==> config.mk <==
export PLATFORM = sky130hd
export DESIGN_NAME = regfile_write_arbiter_flat
export DESIGN_NICKNAME = d
export VERILOG_FILES = /design/src/rtl/regfile_write_arbiter_if.sv /design/src/rtl/regfile_write_arbiter.sv /design/src/flat_wrapper.sv
export SDC_FILE = /design/constraint.sdc
export NUM_CORES = 1
export LEC_CHECK = 0
export CAP_MARGIN = 30
export CORE_ASPECT_RATIO = 1.25
export CORE_MARGIN = 1
export CORE_UTILIZATION = 40
export CTS_CLUSTER_DIAMETER = 200
export DETAILED_ROUTE_END_ITERATION = 16
export PLACE_DENSITY = 0.76
export RECOVER_POWER = 25
export SLEW_MARGIN = 10
export SYNTH_ARGS = -nofsm -noshare
export SYNTH_HDL_FRONTEND = slang
export SYNTH_SLANG_ARGS = --single-unit
==> constraint.sdc <==
create_clock -name clk -period 3.1 [get_ports clk]
set_input_delay 0.31 -clock clk [delete_from_list [all_inputs] [get_ports clk]]
set_output_delay 0.31 -clock clk [all_outputs]
set_load 0.02 [all_outputs]
==> src/rtl/regfile_write_arbiter_if.sv <==
// Bundle of the two writeback sources, the decode claim, and the register-file write port.
// Both A and B use strict valid/ready: a beat transfers only on a cycle where valid and ready are both high; the source holds its beat until then.
interface regfile_write_arbiter_if #(
   parameter int DATA_W   = 24,
   parameter int IDX_W    = 5,
   parameter int NUM_REGS = 32,
   parameter int CNT_W    = 8
);
   logic                a_valid;
   logic [IDX_W-1:0]    a_index;
   logic [DATA_W-1:0]   a_data;
   logic                a_ready;
   logic                b_valid;
   logic [IDX_W-1:0]    b_index;
   logic [DATA_W-1:0]   b_data;
   logic                b_ready;
   logic                claim_valid;
   logic [IDX_W-1:0]    claim_index;
   logic                rf_write_enable;
   logic [IDX_W-1:0]    rf_write_index;
   logic [DATA_W-1:0]   rf_write_data;
   logic [NUM_REGS-1:0] pending;
   logic [CNT_W-1:0]    conflict_count;

   modport master (
      output a_valid, a_index, a_data, b_valid, b_index, b_data, claim_valid, claim_index,
      input  a_ready, b_ready, rf_write_enable, rf_write_index, rf_write_data, pending,
             conflict_count
   );

   modport slave (
      input  a_valid, a_index, a_data, b_valid, b_index, b_data, claim_valid, claim_index,
      output a_ready, b_ready, rf_write_enable, rf_write_index, rf_write_data, pending,
             conflict_count
   );
endinterface

==> src/rtl/regfile_write_arbiter.sv <==
// Round-robin arbiter sharing the register-file write port between ALU (A) and load (B)
// writeback, with a registered write port and a per-register pending-write scoreboard.
module regfile_write_arbiter #(
   parameter int DATA_W    = 24,
   parameter int IDX_W     = 5,
   parameter int NUM_REGS  = 32,
   parameter int LONG_BASE = 28,
   parameter int CNT_W     = 8
) (
   input  logic                     clk,
   input  logic                     rst_n,
   regfile_write_arbiter_if.slave   bus,
   output logic                     dbg_ptr_o
);

   typedef enum logic {
      PTR_A = 1'b0,
      PTR_B = 1'b1
   } ptr_e;

   localparam logic [IDX_W-1:0] LONG_IDX = IDX_W'(LONG_BASE);
   localparam logic [CNT_W-1:0] CNT_MAX  = {CNT_W{1'b1}};

   ptr_e                ptr_q, ptr_d;
   logic                a_ready, b_ready;
   logic                a_fire, b_fire, any_fire;
   logic [IDX_W-1:0]    win_idx;
   logic [DATA_W-1:0]   win_data, fmt_data;
   logic                we_q, we_d;
   logic [IDX_W-1:0]    idx_q, idx_d;
   logic [DATA_W-1:0]   data_q, data_d;
   logic [NUM_REGS-1:0] pending_q, pending_d;
   logic [CNT_W-1:0]    cnt_q, cnt_d;

   // Grant and pointer: under contention the pointer picks, otherwise the lone requester wins.
   always_comb begin
      a_ready = 1'b0;
      b_ready = 1'b0;
      if (rst_n) begin
         if (bus.a_valid && bus.b_valid) begin
            a_ready = (ptr_q == PTR_A);
            b_ready = (ptr_q == PTR_B);
         end else begin
            a_ready = bus.a_valid;
            b_ready = bus.b_valid;
         end
      end
      a_fire   = bus.a_valid && a_ready;
      b_fire   = bus.b_valid && b_ready;
      any_fire = a_fire || b_fire;
      ptr_d    = ptr_q;
      if (a_fire) begin
         ptr_d = PTR_B;
      end else if (b_fire) begin
         ptr_d = PTR_A;
      end
   end

   // Short registers only carry 16 significant bits; the upper byte is forced to zero.
   always_comb begin
      win_idx  = a_fire ? bus.a_index : bus.b_index;
      win_data = a_fire ? bus.a_data  : bus.b_data;
      fmt_data = win_data;
      if (win_idx < LONG_IDX) begin
         fmt_data = {{(DATA_W-16){1'b0}}, win_data[15:0]};
      end
      we_d   = any_fire;
      idx_d  = any_fire ? win_idx  : idx_q;
      data_d = any_fire ? fmt_data : data_q;
   end

   // The clear applies first so a coincident claim of the same index keeps it pending.
   always_comb begin
      pending_d = pending_q;
      if (we_q) begin
         pending_d[idx_q] = 1'b0;
      end
      if (bus.claim_valid) begin
         pending_d[bus.claim_index] = 1'b1;
      end
      cnt_d = cnt_q;
      if (bus.a_valid && bus.b_valid && (cnt_q != CNT_MAX)) begin
         cnt_d = cnt_q + CNT_W'(1);
      end
   end

   always_ff @(posedge clk) begin
      if (!rst_n) begin
         ptr_q     <= PTR_A;
         we_q      <= 1'b0;
         idx_q     <= '0;
         data_q    <= '0;
         pending_q <= '0;
         cnt_q     <= '0;
      end else begin
         ptr_q     <= ptr_d;
         we_q      <= we_d;
         idx_q     <= idx_d;
         data_q    <= data_d;
         pending_q <= pending_d;
         cnt_q     <= cnt_d;
      end
   end

   assign bus.a_ready         = a_ready;
   assign bus.b_ready         = b_ready;
   assign bus.rf_write_enable = we_q;
   assign bus.rf_write_index  = idx_q;
   assign bus.rf_write_data   = data_q;
   assign bus.pending         = pending_q;
   assign bus.conflict_count  = cnt_q;
   assign dbg_ptr_o           = ptr_q;

endmodule

==> src/flat_wrapper.sv <==
// flat-port wrapper written by rule: the top's interface ports become plain ports
module regfile_write_arbiter_flat 
#(
   parameter int DATA_W    = 24,
   parameter int IDX_W     = 5,
   parameter int NUM_REGS  = 32,
   parameter int LONG_BASE = 28,
   parameter int CNT_W     = 8
)
  (clk, rst_n, dbg_ptr_o, bus_a_valid, bus_a_index, bus_a_data, bus_b_valid, bus_b_index, bus_b_data, bus_claim_valid, bus_claim_index, bus_a_ready, bus_b_ready, bus_rf_write_enable, bus_rf_write_index, bus_rf_write_data, bus_pending, bus_conflict_count);
  regfile_write_arbiter_if #(.DATA_W(DATA_W), .IDX_W(IDX_W), .NUM_REGS(NUM_REGS), .CNT_W(CNT_W)) bus_i ();
  input  logic clk;
  input  logic rst_n;
  output logic dbg_ptr_o;
  input wire logic [$bits(bus_i.a_valid)-1:0] bus_a_valid;
  input wire logic [$bits(bus_i.a_index)-1:0] bus_a_index;
  input wire logic [$bits(bus_i.a_data)-1:0] bus_a_data;
  input wire logic [$bits(bus_i.b_valid)-1:0] bus_b_valid;
  input wire logic [$bits(bus_i.b_index)-1:0] bus_b_index;
  input wire logic [$bits(bus_i.b_data)-1:0] bus_b_data;
  input wire logic [$bits(bus_i.claim_valid)-1:0] bus_claim_valid;
  input wire logic [$bits(bus_i.claim_index)-1:0] bus_claim_index;
  output wire logic [$bits(bus_i.a_ready)-1:0] bus_a_ready;
  output wire logic [$bits(bus_i.b_ready)-1:0] bus_b_ready;
  output wire logic [$bits(bus_i.rf_write_enable)-1:0] bus_rf_write_enable;
  output wire logic [$bits(bus_i.rf_write_index)-1:0] bus_rf_write_index;
  output wire logic [$bits(bus_i.rf_write_data)-1:0] bus_rf_write_data;
  output wire logic [$bits(bus_i.pending)-1:0] bus_pending;
  output wire logic [$bits(bus_i.conflict_count)-1:0] bus_conflict_count;
  assign bus_i.a_valid = bus_a_valid;
  assign bus_i.a_index = bus_a_index;
  assign bus_i.a_data = bus_a_data;
  assign bus_i.b_valid = bus_b_valid;
  assign bus_i.b_index = bus_b_index;
  assign bus_i.b_data = bus_b_data;
  assign bus_i.claim_valid = bus_claim_valid;
  assign bus_i.claim_index = bus_claim_index;
  assign bus_a_ready = bus_i.a_ready;
  assign bus_b_ready = bus_i.b_ready;
  assign bus_rf_write_enable = bus_i.rf_write_enable;
  assign bus_rf_write_index = bus_i.rf_write_index;
  assign bus_rf_write_data = bus_i.rf_write_data;
  assign bus_pending = bus_i.pending;
  assign bus_conflict_count = bus_i.conflict_count;
  regfile_write_arbiter #(.DATA_W(DATA_W), .IDX_W(IDX_W), .NUM_REGS(NUM_REGS), .LONG_BASE(LONG_BASE), .CNT_W(CNT_W)) u_core (.clk(clk), .rst_n(rst_n), .bus(bus_i), .dbg_ptr_o(dbg_ptr_o));
endmodule
Word-level counts from Yosys, hierarchy flattened
Cells that the tools add are included.

Bits in registers: 71. Input port bits: 68. Output and inout bits: 73. Logic and storage cells: 40.

$add $sub $neg: 1. Magnitude comparators: 5. Equal/unequal tests: 1. Mux-type cells: 15. Bitwise logic cells: 4. Reduce and logical (&&, ||, !) cells: 8.

Operator list (number): $mux W32 (2); $mux W24 (2); $and A32 B32 Y32 (1); $not A32 Y32 (1); $or A32 B32 Y32 (1); $lt A5 B6 Y1 const B (2); $demux W1 S5 (2); $ge A5 B1 Y1 const B (2); $add A8 B1 Y8 const B (1); $mux W1 (8); $ne A8 B8 Y1 const B (1); $logic_and A1 B1 Y1 (6); $lt A5 B5 Y1 const B (1); $mux W5 (1); $reduce_bool A2 Y1 (1); $logic_or A1 B1 Y1 (1); $not A1 Y1 (1).

Depth between registers and ports, before layout
Word-level depth: 9. Mapped depth: 6. Mapped depth without buffers: 4.

Worst setup path before layout
No wires, ideal clock.

Path kind: register to register. From: register u_core.cnt_q[0] (netlist: u_core.bus.conflict_count[0]). To: register u_core.cnt_q[6] (netlist: u_core.bus.conflict_count[6]). Library setup time: 0.115 ns. Arrival time: 1.494 ns. Required time: 2.985 ns. Path slack: 1.491 ns. Cell stages (with the launch flop): 5. Buffers on the path: 0. Clock period less this slack: 1.609 ns. Path through: dfxtp_1 ha_1 nand4_4 or4_1 and3_1.

Longest elaborated chain between the ends: 2. Elaborated cells on any way between the ends: 3. Classes of those cells: 1 x add/sub; 1 x eq/ne; 1 x reduce/logical.

Ends and longest elaborated chain: start, declared (RTL line regfile_write_arbiter.sv:33) `logic [CNT_W-1:0] cnt_q, cnt_d;`; start signal, assigned (RTL line regfile_write_arbiter.sv:101) `cnt_q <= cnt_d;`; parallel branches: the longest is 2 deep, another holds $add A8 B1 Y8.

Several ways; the timed one is not identified. A chain may end at the register's enable or synchronous reset.

Final worst setup path
From: input port bus_b_valid. To: output port bus_a_ready.

Longest elaborated chain between the ends: 3.

Ends and longest elaborated chain: start, declared (RTL line flat_wrapper.sv:18) `input wire logic [$bits(bus_i.b_valid)-1:0] bus_b_valid;`; $logic_and A1 B1 Y1 (RTL line regfile_write_arbiter.sv:40) `if (bus.a_valid && bus.b_valid) begin`; $mux W1 (RTL line regfile_write_arbiter.sv:40); $mux W1 (RTL line regfile_write_arbiter.sv:39) `if (rst_n) begin`; end, declared (RTL line flat_wrapper.sv:23) `output wire logic [$bits(bus_i.a_ready)-1:0] bus_a_ready;`.

No other way between the ends.

==> metrics.txt <==
initial antenna violation count 0; mean area per synthesized cell ~8.2 µm²; slew margin rel. -2.64%; layout cells sized above 1 slightly above 6%; Tightest Hold Check Type reg2reg; Syn Nets ~460; synthesized netlist cell count 390; warnings from Yosys 0; dpl ws approximately 0.82 ns; Worst Setup Start Kind primary input; CP Class in2out; delay-heaviest family, CP buffers and inverters; die width between 80 and 90 µm; final-layout fill cell count 722; Sw Share between 20% and 30%; status complete, but fails checks; depth of the CTS H-tree 3; library cells used by synthesis 40; NetSw around 540 µW; Final TNS setup 0 ns; Hold Violations, Final 0; PD cells 407 mW/mm²; P_int around 1.4 mW; wire per inst ~16 µm; number of synthesized register bits 71; Vias 3473; Overflow after GRT 0; Critical Path Sink Type primary output; root buf cell clkbuf_8; main flop type after synthesis dfxtp_1; postcts setup bufs 0; Iter 0 DRT Violations between 150 and 200; die area 0.00834 mm²; CP Buf/Inv Count 2; Vias/cell 5.65; # port buffers between 100 and 150; EDFF count, synth 0; LEAKAGE 1.59 nW; clk buf depth 2; Reg clk slew, reported paths approximately 0.070 ns; skew final about 0.011 ns; CTS tree yes; Fmax about 0.43 GHz; Post-Syn Area 0.00319 mm²; fin crit period between 2 and 2.5 ns; Slew Viols, Final 37; post-route cell area ~0.0048 mm²; Core Box Area slightly below 0.008 mm²; Boundary Pins ~140; routability cong. 0.798; pin count of the biggest net entering global routing 52; GRT Util Overall around a quarter; Die Ht approximately 100 µm; Gates resized, CTS repair 0; clk_lat worst skew 0.34 ns; vias in the first global route around 3300; CTS Hold Bufs 0; sequential share of power between 50% and 60%; CP cell instances dlygate4sd3_1 -> a21bo_2 -> nor2_1 -> clkdlybuf4s50_1; failing checks max-capacitance violations, max-slew violations; fin nets between 500 and 600; Finished Core Util about three fifths; Setup violations, final 0; max-cap viol count 1; Max stage delay cell, worst path dlygate4sd3_1; RSZ-0062 raised after global routing false; sequential fraction of the synthesis area between 40% and 50%; worst vdd ir between 0.3 and 0.4 mV; Worst Setup Slack, final between 0.7 and 0.8 ns; ANT cells 0; CP max stage delay between 0.7 and 0.8 ns; WP data arrival between 2 and 2.5 ns; Logic pwr share a little under a fifth; Residual DRC 0; detailed placement HPWL 7.04 mm; Post-DRT Antenna Nets 0; Tightest Pin Transition between 1.5 and 2 ns; TritonCTS Buffers 9; dpl cell area about 0.0046 mm²; Initial Util 41.2%; Async S/R FF share, synth 0%; first-pass GRT wire length ~16 mm; Worst Path Max Fanout 9; Final period util approximately three quarters; Area Overhead vs Synth 49.7%; clk sinks a little over 70; first-pass iteration count of the detailed router 5; DRT Wirelength approximately 9.9 mm; Row Count 36; Clk pwr share between 30% and 40%; Worst EP required 2.79 ns
==> layer usage <==
layer	global-route usage [%]	routed length [µm]
met5	0	0
met4	10.3	219
met3	8.04	990
met2	40.2	4830
met1	28.6	3850
==> cells in the final DEF (no fill, tap or decap), drive strengths merged, types with 3 or more instances in the layout <==
cell type        n
and3b            5
o211ai           8
clkinv           3
and3             5
and4             3
clkdlybuf4s50  138
buf              7
nor3             4
inv              4
or3b             4
nor3b            5
clkbuf          11
a31oi           22
dfxtp           71
a21oi           37
o2111ai          8
nand3b           5
nand4            4
nand3           35
o21ai           75
nand2           46
==> power by group through the flow <==
stage               sequential, mW  clock, mW  combinational [mW]
floorplan                     1.03          0               0.129
global placement             0.993          0               0.353
detailed placement           0.992          0               0.358
CTS                          0.972      0.622               0.360
global route                 0.976      0.663               0.387
finish                       0.972      0.615               0.358
==> Yosys cell counts (5+ instances only) <==
| library cell | n | area share, % |
|---|---|---|
| o21ai_0 | 73 | 11 |
| dfxtp_1 | 71 | 45 |
| nand2_1 | 46 | 5.4 |
| a21oi_1 | 37 | 5.8 |
| nand3_1 | 35 | 5.5 |
| a31oi_1 | 22 | 4.3 |
| clkbuf_1 | 22 | 2.6 |
| o2111ai_1 | 8 | 2.2 |
| o211ai_1 | 8 | 1.9 |
| and3_1 | 5 | 0.98 |
| and3b_1 | 5 | 1.4 |
| nand3b_1 | 5 | 1.2 |
==> state kept, by name, indices dropped and copies added (netlist names) <==
register	count
u_core.bus.conflict_count	8
u_core.bus.pending	32
u_core.dbg_ptr_o	1
u_core.bus.rf_write_data	24
u_core.bus.rf_write_index	5
u_core.bus.rf_write_enable	1
==> through the flow <==
stage / power, mW / std cells / hold slack, ns
2_1_floorplan: 1.16 / 390 / 0.473
3_3_place_gp: 1.35 / 601 / 0.454
3_5_place_dp: 1.35 / 601 / 0.465
4_1_cts: 1.95 / 615 / 0.477
5_1_grt: 2.03 / 615 / 0.493
6_report: 1.94 / 615 / 0.479
==> area by class of cell <==
class	instances	area, µm²	share of cell area [%]
multi-input cells	282	1610	33.6
repair buffers	148	1460	30.5
inverters	5	18.8	0.393
clock inverters	4	25.0	0.524
clock buffers	10	128	2.67
flip-flops and latches	71	1420	29.8
well taps	95	119	2.49
==> final timing paths <==
kind	slack (ns)	from	cells after the start	to
worst max register to register	1.48	u_core.bus.conflict_count[0]	4	u_core.bus.conflict_count[6]
worst min register to register	0.48	u_core.bus.pending[28]	2	u_core.bus.pending[28]
worst max-delay path	0.77	bus_b_valid	4	bus_a_ready
worst min-delay path	0.48	u_core.bus.pending[28]	2	u_core.bus.pending[28]
==> cells by family after synthesis <==
logic type	synth area share (%)
buf+inv	5.18
simple gates	20.6
mux	0.628
compound gates	28.6
fa+ha+maj	0.392
flops	44.6
==> tightest hold or removal path, stage by stage, from the launching register on <==
cell and delay, ns:
dfxtp_1 0.31, o21ai_0 0.06, a21oi_1 0.06
(Power assumes the default switching activity.)
